**config.mk**
```make
export PLATFORM = sky130hd
export DESIGN_NAME = mem_arbiter
export DESIGN_NICKNAME = d
export VERILOG_FILES = /design/src/rtl/mem_arbiter_pkg.sv /design/src/rtl/mem_arbiter.sv
export SDC_FILE = /design/constraint.sdc
export NUM_CORES = 1
export LEC_CHECK = 0
export ABC_AREA = 1
export CAP_MARGIN = 10
export CORE_MARGIN = 5
export CORE_UTILIZATION = 37
export CTS_CLUSTER_DIAMETER = 40
export DETAILED_ROUTE_END_ITERATION = 6
export PLACE_DENSITY_LB_ADDON = 0.12
export RECOVER_POWER = 100
export REMOVE_ABC_BUFFERS = 1
export SLEW_MARGIN = 20
export SYNTH_ARGS = -nofsm -noshare
export SYNTH_HDL_FRONTEND = slang
export SYNTH_SLANG_ARGS = --single-unit
export TNS_END_PERCENT = 1
```
**constraint.sdc**
```tcl
create_clock -name clk -period 2.22 [get_ports clk]
set_clock_uncertainty 0.05 [all_clocks]
set_input_delay 0.333 -clock clk [delete_from_list [all_inputs] [get_ports clk]]
set_output_delay 0.333 -clock clk [all_outputs]
set_load 0.05 [all_outputs]
```
**src/rtl/mem_arbiter_pkg.sv**
```systemverilog
// mem_arbiter_pkg: shared FSM states, owner encoding and bus widths for mem_arbiter
package mem_arbiter_pkg;
   localparam int ADDR_W = 32;
   localparam int DATA_W = 32;
   localparam int MASK_W = 8;
   typedef enum logic [1:0] {IDLE, REQ, WAIT} state_e;
   typedef enum logic {OWN_IFU = 1'b0, OWN_LSU = 1'b1} owner_e;
endpackage

```
**src/rtl/mem_arbiter.sv**
```systemverilog
// mem_arbiter: round-robin arbiter sharing one pmem port between fetch (ifu) and load/store (lsu)
//   clk/reset          : single clock, synchronous active-high reset
//   ifu_*              : fetch request (valid/ready/addr) and response (rvalid/rdata)
//   lsu_*              : load/store request (valid/ready/addr/wen/wdata/wmask) and response
//   mem_*              : latched request to pmem (valid/ready handshake) and its response
module mem_arbiter
   import mem_arbiter_pkg::*;
(
   input  logic              clk,
   input  logic              reset,
   input  logic              ifu_valid,
   output logic              ifu_ready,
   input  logic [ADDR_W-1:0] ifu_addr,
   output logic              ifu_rvalid,
   output logic [DATA_W-1:0] ifu_rdata,
   input  logic              lsu_valid,
   output logic              lsu_ready,
   input  logic [ADDR_W-1:0] lsu_addr,
   input  logic              lsu_wen,
   input  logic [DATA_W-1:0] lsu_wdata,
   input  logic [MASK_W-1:0] lsu_wmask,
   output logic              lsu_rvalid,
   output logic [DATA_W-1:0] lsu_rdata,
   output logic              mem_valid,
   input  logic              mem_ready,
   output logic [ADDR_W-1:0] mem_addr,
   output logic [DATA_W-1:0] mem_wdata,
   output logic              mem_wen,
   output logic [MASK_W-1:0] mem_wmask,
   input  logic              mem_rvalid,
   input  logic [DATA_W-1:0] mem_rdata
);
   state_e            state_q, state_d;
   owner_e            owner_q, owner_d, last_q, last_d, pick;
   logic [ADDR_W-1:0] addr_q, addr_d;
   logic [DATA_W-1:0] wdata_q, wdata_d;
   logic              wen_q, wen_d;
   logic [MASK_W-1:0] wmask_q, wmask_d;
   logic              grant, rsp, pick_lsu;

   // contention goes to whoever was not served last; a lone requester always wins
   function automatic owner_e rr_pick(input logic iv, input logic lv, input owner_e last);
      return (iv && lv) ? ((last == OWN_IFU) ? OWN_LSU : OWN_IFU) : (lv ? OWN_LSU : OWN_IFU);
   endfunction

   assign mem_valid = (state_q == REQ);
   assign mem_addr  = addr_q;
   assign mem_wdata = wdata_q;
   assign mem_wen   = wen_q;
   assign mem_wmask = wmask_q;

   // handshake outputs are masked during reset so an abandoned transaction never completes
   always_comb begin
      pick       = rr_pick(ifu_valid, lsu_valid, last_q);
      pick_lsu   = (pick == OWN_LSU);
      grant      = !reset && (state_q == IDLE) && (ifu_valid || lsu_valid);
      rsp        = !reset && (state_q == WAIT) && mem_rvalid;
      ifu_ready  = grant && !pick_lsu;
      lsu_ready  = grant && pick_lsu;
      ifu_rvalid = rsp && (owner_q == OWN_IFU);
      lsu_rvalid = rsp && (owner_q == OWN_LSU);
      ifu_rdata  = ifu_rvalid ? mem_rdata : '0;
      lsu_rdata  = (lsu_rvalid && !wen_q) ? mem_rdata : '0;
      state_d    = state_q;
      owner_d    = owner_q;
      last_d     = last_q;
      addr_d     = addr_q;
      wdata_d    = wdata_q;
      wen_d      = wen_q;
      wmask_d    = wmask_q;
      if (grant) begin
         state_d = REQ;
         owner_d = pick;
         last_d  = pick;
         addr_d  = pick_lsu ? lsu_addr : ifu_addr;
         wdata_d = pick_lsu ? lsu_wdata : '0;
         wen_d   = pick_lsu && lsu_wen;
         wmask_d = (pick_lsu && lsu_wen) ? lsu_wmask : '0;
      end
      if (state_q == REQ && mem_ready) state_d = WAIT;
      if (rsp) state_d = IDLE;
   end

   always_ff @(posedge clk) begin
      if (reset) begin
         state_q <= IDLE;
         owner_q <= OWN_IFU;
         last_q  <= OWN_LSU;
         addr_q  <= '0;
         wdata_q <= '0;
         wen_q   <= 1'b0;
         wmask_q <= '0;
      end else begin
         state_q <= state_d;
         owner_q <= owner_d;
         last_q  <= last_d;
         addr_q  <= addr_d;
         wdata_q <= wdata_d;
         wen_q   <= wen_d;
         wmask_q <= wmask_d;
      end
   end
endmodule

```
==> out/metrics.csv <==
metric,value,unit
worst_r2r_path_depth,6,
via_per_inst,4.78,
combPwrFrac,29.3,%
cts_setup_buffers,0,
synthesis.instances,582,
timing.fmax,0.459,GHz
worst_slew_pin_slew,1.50,ns
vias,4719,
crit_type,in2out,
rows,36,
antenna_found_initial,2,
die_h,110,um
die_w,110,um
root_buffer,clkbuf_8,
critPathMaxFanout,32,
ys.warnings.count,0,
regToRegEndpoint,mem_wdata[23],
r2r_start,last_q,
grt_max_degree,76,
switchingPower,0.00121,W
slew_violations,75,
status,"complete, but fails checks",
ys_top_cells_by_count,"186 x nand2_1, 77 x dfxtp_1, 76 x a21oi_1, 74 x nor2_1, 69 x nand3_1",
ios,285,
post-route-util,71.1,%
grt_first_pass_wirelength,24600,um
ys.flop_type,dfxtp_1,
failed_checks,"capacitance limit, slew limit",
rsz0062_at_grt,yes,
io_buffers,284,
slew_headroom,-0.216,%
netlist_area,3720,um^2
yosysSeqAreaShare,41.5,%
crit_required,1.84,ns
swShare,32.3,%
synth.most_common_cell,nand2_1,
rrSetupSlack,0.64,ns
htree_num_levels,3,
fin_crit,2.18,ns
wire_per_inst,16.6,um
yosys.area.top_type,dfxtp_1,
power.density,537,nW/um^2
pre_cts_slack,0.0591,ns
drc,0,
cts.sinks,77,
drt-total-wl,16400,um
async_flop_share,0,%
setup_viol,0,
cellLeakagePower,3.25,nW
gp_congestion,0.824,
hold_viol,0,
p_seq_share,39.9,%
drt_iter0_drc,288,
initial_core_util,38.0,%
area_growth,86.9,%
nets,990,
grt.total_usage,26.0,%
hp-start,mem_addr[30],
grt_overflow_total,0,
worstSetupEndpoint,lsu_rdata[7],
grt_pass1_vias,4675,
fin_crit_sh,98.2,%
p_int,0.00253,W
crit_path_start,mem_rvalid,
core-area,9770,um^2
synth.avg_cell_area,6.39,um^2
clk_latency,0.33,ns
arrival,1.80,ns
yosys.cell_types.count,16,
maxCapViolCount,1,
drive_gt1_share,12.2,%
cts_tree,yes,
holdPathStages,2,
hold_class,reg2reg,
detail-route-antenna-nets,0,
clk_pin_slew,0.07,ns
irDropWorstVdd,0.000566,V
place.detailed.hpwl,13100,um
worst_setup_path_start_kind,input port,
synth_top_area_share,41.5,%
die_area,12200,um^2
cp-end-kind,output port,
worst_slack,0.0404,ns
cts_made_buffers,9,
synth_area_leaders,"dfxtp_1 41%, nand2_1 19%, a21oi_1 10%",
pwr-share-clk,30.8,%
clock_path_buffers,2,
synth-edff-count,0,
fill_cells,806,
synth-seq-cells,77,
first_pass_iters,4,
==> layout make-up <==
| type | count | area, um^2 | share of cell area (%) |
|---|---|---|---|
| inverter | 51 | 191 | 2.75 |
| timing repair buffer | 296 | 3070 | 44.2 |
| clock buffer | 11 | 131 | 1.89 |
| antenna | 3 | 7.51 | 0.108 |
| sequential | 77 | 1540 | 22.2 |
| multi-input combinational | 412 | 1760 | 25.3 |
| clock inverter | 5 | 85.1 | 1.22 |
| tap | 133 | 166 | 2.39 |
==> per-stage QoR <==
step / setup TNS, ns / hold slack [ns] / total power, W / instance area, um^2 / instances
4_1_cts: 0 / 0.418 / 0.00383 / 7530 / 985
3_5_place_dp: 0 / 0.405 / 0.00268 / 7310 / 969
2_1_floorplan: -23.60 / 0.352 / 0.00208 / 3490 / 540
3_3_place_gp: 0 / 0.401 / 0.00266 / 7310 / 969
6_report: 0 / 0.411 / 0.00373 / 6950 / 988
5_1_grt: -0.111 / 0.424 / 0.00391 / 6950 / 987
==> power by group through the flow <==
stage	registers [W]	logic [W]	clock network, W
5_1_grt	0.00150	0.00118	0.00123
6_report	0.00149	0.00110	0.00115
3_5_place_dp	0.00152	0.00116	0
4_1_cts	0.00149	0.00116	0.00117
3_3_place_gp	0.00152	0.00114	0
2_1_floorplan	0.00176	0.000321	0
==> sequential cells by signal (all words and copies together) (netlist names) <==
name,cells
last_q,1
mem_wdata,32
owner_q,1
mem_addr,32
state_q,2
mem_wmask,8
mem_wen,1
==> how the worst min path moves through the flow <==
stage	end	slack (ns)
final	mem_addr[30]	0.41
after detailed placement	mem_addr[28]	0.40
after global routing	mem_addr[30]	0.42
after CTS	mem_wdata[18]	0.42
after global placement	mem_addr[20]	0.40
after floorplan	mem_addr[0]	0.35
==> routing by layer <==
metal  GRT usage, %  vias up  wire length, um
li1               -     2345                -
met1           26.4     2132             5690
met2           47.5      214             8600
met3           9.78       28             1680
met4           11.4        0              448
met5              0        -                0
==> timing repair <==
| item | CTS | global route |
|---|---|---|
| resized for setup | 0 | 1 |
| endpoints found under the setup margin | 0 | 32 |
| hold buffers | 0 | 0 |
==> worst max-delay path, cell delays in order <==
cell and delay (ns):
clkdlybuf4s50_1 0.45, nand2_1 0.05, inv_1 0.07, nand2_1 0.09, nor2_2 0.11, nand2_1 0.10
buf_12 0.18, nor2_1 0.22, buf_12 0.18
==> layout by cell type, fill, tap and decap left out <==
cell type,instances
a21oi_1,76
buf_12,31
buf_2,4
buf_4,5
bufbuf_8,3
bufinv_16,2
clkbuf_1,3
clkbuf_2,38
clkbuf_8,9
clkdlybuf4s50_1,140
clkinv_4,2
clkinvlp_4,1
dfxtp_1,77
diode_2,3
dlygate4sd3_1,74
inv_1,48
inv_2,3
nand2_1,187
nand2_2,1
nand3_1,69
nand3_2,1
nor2_1,74
nor2_2,2
nor2_4,2
==> kinds of logic (layout without fill, tap and decap cells) <==
group	Yosys count	after routing	synth area share, %
simple gates	336	336	36.9
other cells	0	3	0
compound gates	76	76	10.2
buf+inv	93	363	11.4
flops	77	77	41.5
Note: power is estimated with default switching activity, not from simulation.
==> patch: new RTL, same settings <==
Set the package constant `DATA_W` to 16 (it was 32).
--- a/src/rtl/mem_arbiter_pkg.sv
+++ b/src/rtl/mem_arbiter_pkg.sv
@@ -1,7 +1,7 @@
 // mem_arbiter_pkg: shared FSM states, owner encoding and bus widths for mem_arbiter
 package mem_arbiter_pkg;
    localparam int ADDR_W = 32;
-   localparam int DATA_W = 32;
+   localparam int DATA_W = 16;
    localparam int MASK_W = 8;
    typedef enum logic [1:0] {IDLE, REQ, WAIT} state_e;
    typedef enum logic {OWN_IFU = 1'b0, OWN_LSU = 1'b1} owner_e;
Ports: changed (5 resized); port bits go from 285 to 205. The function was not compared with the original's and may differ.
==> patch against the unedited design <==
Cell count fell by 23%; power fell by 21%; hold slack hardly changed; synthesized cell count fell by 21%; clock power shrank 24%; register-to-register slack got worse by 0.17 ns; sequential cell count decreased by 16; worst setup slack better by 0.027 ns; synthesized area is 20% lower; critical path depth fell by 1; first-iteration DRC count decreased by 60%; wire length down 33%; final area decreased by 24%; highest routed layer unchanged.
==> patch: results (changes against the unedited design) <==
Hold Path Origin=mem_addr[21]; Inst Count DP=746 (-23%); R2R Path End=mem_addr[30]; Initial DRC Count=116 (-60%); GR Util met3=7.64% (-2.1 points); worst setup margin=0.0672 ns (+0.0268 ns); via/cell ratio=4.71 (-1.3%); M2 GR Usage=37.2% (-10 points); Nets=766 (-23%); Worst Setup EP=lsu_rdata[3]; outcome=finished clean; R2R setup slack=0.47 ns (-0.17 ns); Syn Area/Cell=6.47 sq um (+1.3%); WL met3=922 microns (-45%); Post-DP Area=5430 sq um (-26%); Final Routed Wirelength=10.9 mm (-33%); reg2reg path depth=7 (+1); VDD IR max=0.367 mV (-35%); PortBufs=204 (-28%); met1 Use GR=24.2% (-2.1 points); Slew HR=22.8% (+23 points); Routed WL per cell=14.3 microns (-14%); Seq/Total Area, Yosys=41.1% (-0.36 points); Post-Synth XOR/XNOR Area=0% (unchanged); wl on met1=4.52 mm (-21%); post-DP HPWL=8.60 mm (-34%); pre-CTS setup slack=0.0436 ns (-0.0155 ns); routed wl met2=5.24 mm (-39%); Compound-Gate Fraction of Synth Area=10.1% (-0.12 points); initial antenna violation count=1 (-1); largest net degree at the start of global routing=60 (-21%); routability congestion estimate=0.905 (+9.9%); gr usage total=21.7% (-4.3 points); Synth area leaders=dfxtp_1 41%, nand2_1 21%, a21oi_1 10%; Lkg Pwr=2.46 nW (-24%); number of global-route vias before repair=3600 (-23%); layout cells sized above 1=10.8% (-1.4 points); worst path arrival time=1.77 ns (-0.03 ns); Synth cell types=17 (+1)
-- patch: changes by cell type in the layout (fill, tap and decap cells not counted), moves of 3 or more --
cell / unedited run / this run
nand2_1: 187 / 169
buf_2: 4 / 0
buf_4: 5 / 8
a21oi_1: 76 / 60
buf_12: 31 / 15
clkbuf_2: 38 / 22
nand3_1: 69 / 52
dlygate4sd3_1: 74 / 58
dfxtp_1: 77 / 61
clkdlybuf4s50_1: 140 / 108
clkinv_2: 0 / 4
inv_1: 48 / 33
nor2_1: 74 / 43
-- patch: worst min-delay path by stage --
stage                                to  cells past startpoint  slack, ns
after global placement     mem_addr[14]                      2       0.40
after global routing      mem_wdata[12]                      2       0.43
after detailed placement   mem_addr[23]                      2       0.40
after CTS                  mem_addr[18]                      2       0.42
after floorplan             mem_addr[0]                      1       0.35
final                      mem_addr[21]                      2       0.41
-- patch: where the power goes --
group / switching, W / leakage [nW] / internal, W
clock network: 0.000416 / 0.0922 / 0.000460
registers: 0.0000316 / 0.497 / 0.00116
logic: 0.000533 / 1.87 / 0.000353
total: 0.000981 / 2.46 / 0.00197
-- patch: worst max-delay path: stages --
cell and delay (ns):
clkdlybuf4s50_1 0.47, nand2_1 0.05, inv_1 0.09, nand2_2 0.07
nor2_2 0.11, nand2_2 0.19, nor2_1 0.26, buf_12 0.18
-- patch: layout make-up --
cell class | instances | area, sq um | area share [%]
inverter | 35 | 133 | 2.52
clock inverter | 4 | 22.5 | 0.427
clock buffer | 12 | 155 | 2.94
sequential | 61 | 1220 | 23.2
antenna | 1 | 2.50 | 0.0475
multi-input combinational | 332 | 1430 | 27.2
tap | 102 | 128 | 2.42
timing repair buffer | 216 | 2170 | 41.3
-- patch: repair_timing --
action	4_1_cts	5_1_grt
endpoints found under the setup margin	0	7
gates resized for setup	0	1
hold endpoints to repair	0	0
buffers inserted	0	0
